===== src/rtl/kamus_pkg.sv =====
// Shared types for the kamus memory-side blocks.
// The arbiter FSM state, owner tag and latched bus request live here.
package kamus_pkg;

    localparam int KAMUS_ADDR_W = 32;
    localparam int KAMUS_DATA_W = 32;

    typedef enum logic [1:0] {
        ARB_IDLE,
        ARB_REQ,
        ARB_RSP
    } arb_state_e;

    typedef enum logic {
        ARB_OWN_I,
        ARB_OWN_D
    } arb_owner_e;

    typedef struct packed {
        logic                      we;
        logic [KAMUS_DATA_W/8-1:0] be;
        logic [KAMUS_ADDR_W-1:0]   addr;
        logic [KAMUS_DATA_W-1:0]   wdata;
    } mem_req_t;

endpackage


===== src/rtl/kamus_arb_starve_cnt.sv =====
// Saturating count of data wins taken while a fetch was waiting.
// at_limit tells the arbiter to let the fetch through next.
module kamus_arb_starve_cnt #(
    parameter int LIMIT = 4
) (
    input  logic clk,
    input  logic rst_n,
    input  logic inc,
    input  logic clr,
    output logic at_limit
);

    localparam int W = $clog2(LIMIT + 1);
    localparam logic [W-1:0] MAX = W'(LIMIT);

    logic [W-1:0] cnt;

    always_ff @(posedge clk) begin
        if (!rst_n) begin
            cnt <= '0;
        end else if (clr) begin
            cnt <= '0;
        end else if (inc && cnt != MAX) begin
            cnt <= cnt + W'(1);
        end
    end

    assign at_limit = (cnt == MAX);

endmodule


===== src/rtl/kamus_mem_arbiter.sv =====
// Fetch/data arbiter for the single-ported memory bus, one
// transaction in flight, data priority with fetch anti-starvation.
module kamus_mem_arbiter
    import kamus_pkg::*;
#(
    parameter int ADDR_W       = KAMUS_ADDR_W,
    parameter int DATA_W       = KAMUS_DATA_W,
    parameter int STARVE_LIMIT = 4
) (
    input  logic                clk_i,
    input  logic                rst_ni,
    input  logic                i_req_i,
    input  logic [ADDR_W-1:0]   i_addr_i,
    output logic                i_gnt_o,
    output logic                i_rvalid_o,
    output logic [DATA_W-1:0]   i_rdata_o,
    input  logic                d_req_i,
    input  logic                d_we_i,
    input  logic [DATA_W/8-1:0] d_be_i,
    input  logic [ADDR_W-1:0]   d_addr_i,
    input  logic [DATA_W-1:0]   d_wdata_i,
    output logic                d_gnt_o,
    output logic                d_rvalid_o,
    output logic [DATA_W-1:0]   d_rdata_o,
    output logic                mem_req_o,
    output logic                mem_we_o,
    output logic [DATA_W/8-1:0] mem_be_o,
    output logic [ADDR_W-1:0]   mem_addr_o,
    output logic [DATA_W-1:0]   mem_wdata_o,
    input  logic                mem_gnt_i,
    input  logic                mem_rvalid_i,
    input  logic [DATA_W-1:0]   mem_rdata_i
);

    arb_state_e state;
    arb_owner_e owner;
    mem_req_t   lat;

    logic idle;
    logic at_limit;
    logic i_win;
    logic d_win;
    logic in_req;
    logic gnt;
    logic rsp;

    assign idle  = (state == ARB_IDLE);
    assign i_win = i_req_i && (!d_req_i || at_limit);
    assign d_win = d_req_i && !i_win;

    kamus_arb_starve_cnt #(
        .LIMIT (STARVE_LIMIT)
    ) u_starve (
        .clk      (clk_i),
        .rst_n    (rst_ni),
        .inc      (idle && d_win && i_req_i),
        .clr      (idle && i_win),
        .at_limit (at_limit)
    );

    always_ff @(posedge clk_i) begin
        if (!rst_ni) begin
            state <= ARB_IDLE;
            owner <= ARB_OWN_D;
            lat   <= '0;
        end else begin
            unique case (state)
                ARB_IDLE: begin
                    if (i_win) begin
                        owner <= ARB_OWN_I;
                        lat   <= '{we: 1'b0, be: '1,
                                   addr: i_addr_i, wdata: '0};
                        state <= ARB_REQ;
                    end else if (d_win) begin
                        owner <= ARB_OWN_D;
                        lat   <= '{we: d_we_i, be: d_be_i,
                                   addr: d_addr_i, wdata: d_wdata_i};
                        state <= ARB_REQ;
                    end
                end
                ARB_REQ: begin
                    if (mem_gnt_i) state <= ARB_RSP;
                end
                ARB_RSP: begin
                    if (mem_rvalid_i) state <= ARB_IDLE;
                end
                default: state <= ARB_IDLE;
            endcase
        end
    end

    // Bus fields only leave the block while a request is presented.
    assign in_req      = (state == ARB_REQ);
    assign gnt         = in_req && mem_gnt_i;
    assign rsp         = (state == ARB_RSP) && mem_rvalid_i;

    assign mem_req_o   = in_req;
    assign mem_we_o    = in_req && lat.we;
    assign mem_be_o    = in_req ? lat.be : '0;
    assign mem_addr_o  = in_req ? lat.addr : '0;
    assign mem_wdata_o = in_req ? lat.wdata : '0;

    assign i_gnt_o     = gnt && (owner == ARB_OWN_I);
    assign d_gnt_o     = gnt && (owner == ARB_OWN_D);
    assign i_rvalid_o  = rsp && (owner == ARB_OWN_I);
    assign d_rvalid_o  = rsp && (owner == ARB_OWN_D);
    assign i_rdata_o   = i_rvalid_o ? mem_rdata_i : '0;
    assign d_rdata_o   = d_rvalid_o ? mem_rdata_i : '0;

endmodule


===== config.mk =====
export PLATFORM = sky130hd
export DESIGN_NAME = kamus_mem_arbiter
export DESIGN_NICKNAME = d
export VERILOG_FILES = /design/src/rtl/kamus_pkg.sv /design/src/rtl/kamus_arb_starve_cnt.sv /design/src/rtl/kamus_mem_arbiter.sv
export SDC_FILE = /design/constraint.sdc
export NUM_CORES = 1
export LEC_CHECK = 0
export CAP_MARGIN = 5
export CORE_MARGIN = 2
export CORE_UTILIZATION = 42
export CTS_BUF_LIST = sky130_fd_sc_hd__clkbuf_8
export DETAILED_ROUTE_END_ITERATION = 8
export GPL_ROUTABILITY_DRIVEN = 0
export GPL_TIMING_DRIVEN = 1
export PLACE_DENSITY_LB_ADDON = 0.15
export SLEW_MARGIN = 15
export SYNTH_ARGS = -nofsm -noshare
export SYNTH_HDL_FRONTEND = slang
export SYNTH_SLANG_ARGS = --single-unit

===== constraint.sdc =====
create_clock -name clk_i -period 3.3 [get_ports clk_i]
set_input_delay 0.495 -clock clk_i [delete_from_list [all_inputs] [get_ports clk_i]]
set_output_delay 0.495 -clock clk_i [all_outputs]
set_load 0.05 [all_outputs]

==> out/summary.txt <==
Largest net degree at the start of global routing: 72
Cell family with most CP delay: buffers and inverters
Ys flop type: dfxtp_1
Final ANT Viol Nets: 0
Pwr/cell area: 339 mW/mm2
Wire per inst: 17.2 um
Slew headroom: 21.9%
Die Wd: 109 um
Vias in the first global route: 4,701
Initial antenna violation count: 0
Hold Path Class: flip-flop to flip-flop
PostCTS Resize Cnt: 0
Top post-synthesis cells by count: and2_1, dfxtp_1, clkbuf_1
Vias post-DR: 4,986
DRC: 0
Worst-path cell chain: clkdlybuf4s50_1 -> and4bb_2 -> clkdlybuf4s50_1
Status: completed
Via density: 5.40
Filler cells: 905
Min-Delay Endpoint: lat[7]$_SDFFE_PN0P_
Die Y: 109 um
Core Footprint: 0.0108 mm2
Final instance area: 0.00739 mm2
Worst-Margin Slew: 1170 ps
GR Layer Usage met2: 40.8%
Post-DP HPWL: 10.8 mm
Placed Instances: 908
Worst path slowest cell: clkdlybuf4s50_1
Non-Filler Instances: 923
GRT Residual Overflow: 0
Proportion of layout cells with a drive suffix above 1: 12.1%
Share of the synthesized area in the top cell type: 32.4%
Fmax: 334 MHz
Cell with the most instances after synthesis: and2_1
I/O pin total: 277
Clk_lat worst skew: 350 ps
Die Area: 0.0119 mm2
Unique masters post-synth: 33
Placed Area: 0.00721 mm2
Routed wire length: 15.9 mm
Largest area contributor in the netlist: dfxtp_1
Starting Density: 43.0%
Crit path largest cell delay: 920 ps
Post-CTS Setup Inserts: 0
FP Rows: 38
Register area share after synthesis: 32.4%
Clock Tree Root: clkbuf_8
N_diodes: 0
Syn Inst Count: 550
CP bufs+invs: 2
Number of synthesized register bits: 75
Startpoint types: primary input
Tmin final: 2990 ps
Ranking of synthesized cells by area: dfxtp_1, and2_1, a21boi_0, o311a_1, o2111ai_1
Maximum clock insertion buffer count: 2
Met3 Track Usage GR: 5.80%
Skew final: 14.4 ps
Min-delay src: lat[7]$_SDFFE_PN0P_
CP max FO: 33
Most used cell, CP: clkdlybuf4s50_1
H-tree levels: 3
Reg2reg start: u_starve.cnt[0]$_SDFFE_PP0P_
EDFF count, synth: 0
Layout Area Growth over Synthesis: 59.3%
Reg2Reg Setup Slack: 1280 ps
Critical path capture point type: primary output
Total nets after synthesis: 691
Num CTS Buffers: 9
Nets@finish: 920
Crit path required time: 2800 ps
Reg-to-Reg End: lat[28]$_SDFFE_PN0P_
Post-Syn Area: 0.00464 mm2
Peak supply drop: 188 uV
RSZ-0062 raised after global routing: no
R2R depth: 5
First-pass GRT wire length: 23.9 mm
Async set or reset register ratio after synthesis: 0%
Hold path cells: 2
CP Class: primary input to primary output
DRT Pass-1 Iters: 4
Gr busiest metal: met2
IO buf count: 276
Final setup viols: 0
Clock transition at path regs: 70 ps
M1 GR Usage: 33.8%
Max Slew Vio Count: 0
Initial DRC count: 431
Fin Setup TNS: 0 ps
Syn_area_per_cell: 8.43 um2
Hold_buf cts: 0
Static leakage: 3.17 nW
Synthesis Warnings: 0
Fin crit share: 90.6%
CP arrival: 2500 ps
GRT Resource Usage Total: 25.4%
Sink Count: 75
TritonCTS clock tree: done
Max cap viols: 0
Final hold vios: 0
-- power by group --
group	switching [W]	internal, W
registers	0.0000382	0.000987
logic	0.000441	0.000380
clock network	0.000334	0.000326
total	0.000813	0.00169
-- area by class of cell --
type	instances	area, um2	area share, %
multi-input combinational	404	2860	38.7
timing repair buffer	285	2660	36.0
sequential	75	1500	20.3
tap	140	175	2.37
clock buffer	12	165	2.24
inverter	4	15.0	0.203
clock inverter	3	13.8	0.186
-- per-layer routing --
layer,up-vias,routed length (um)
met2,156,7700
li1,2459,-
met3,13,1000
met4,0,173
met1,2358,6980
met5,-,0
-- stage by stage --
stage | hold slack [ps] | total power, W | worst slack, ps | util, %
floorplan | 448 | 0.00153 | 882 | -
global placement | 457 | 0.00185 | 389 | 66.8
CTS | 473 | 0.00252 | 260 | 68.4
finish | 469 | 0.00251 | 310 | 68.4
global route | 501 | 0.00263 | 117 | 68.4
detailed placement | 462 | 0.00187 | 333 | 66.8
-- cell usage in the layout, fill, tap and decap left out, drive strengths merged, types with 2 or more instances in the layout --
cell,count
a21oi,4
clkinv,3
buf,76
o31ai,2
clkbuf,12
ha,2
nand2,4
o2111ai,33
o311a,36
a21boi,68
and2,133
dfxtp,75
inv,4
clkdlybuf4s50,209
or2,2
a21o,36
o21ai,36
nor2,5
and3,33
-- flip-flops by register name (all words and copies together) (netlist names) --
signal	cells
lat	69
state	2
owner	1
u_starve.cnt	3
-- worst max path at each step --
stage / startpoint / endpoint / slack (ps) / depth (start not counted)
4_1_cts: state[0]$_SDFFE_PN0P_ / i_gnt_o / 260 / 5
3_3_place_gp: mem_rvalid_i / i_rvalid_o / 390 / 3
6_report: mem_rvalid_i / i_rvalid_o / 310 / 3
3_5_place_dp: mem_rvalid_i / i_rvalid_o / 330 / 3
2_1_floorplan: state[0]$_SDFFE_PN0P_ / mem_wdata_o[22] / 880 / 4
5_1_grt: state[0]$_SDFFE_PN0P_ / i_gnt_o / 120 / 5
-- worst reg2reg max path, delay by kind of cell (launching register included) --
family	cells	cell delay, ps
compound gates	2	630
fa+ha+maj	1	200
buf+inv	1	60
flops	1	330
simple gates	1	670
-- cells by family (layout without fill, tap and decap cells) --
kind of cell	count (synthesis)	after routing	synth area share (%)
compound gates	216	216	35.8
fa+ha+maj	2	2	0.540
buf+inv	71	304	6.18
flops	75	75	32.4
simple gates	186	186	25.0
Note: power is estimated with default switching activity, not from simulation.
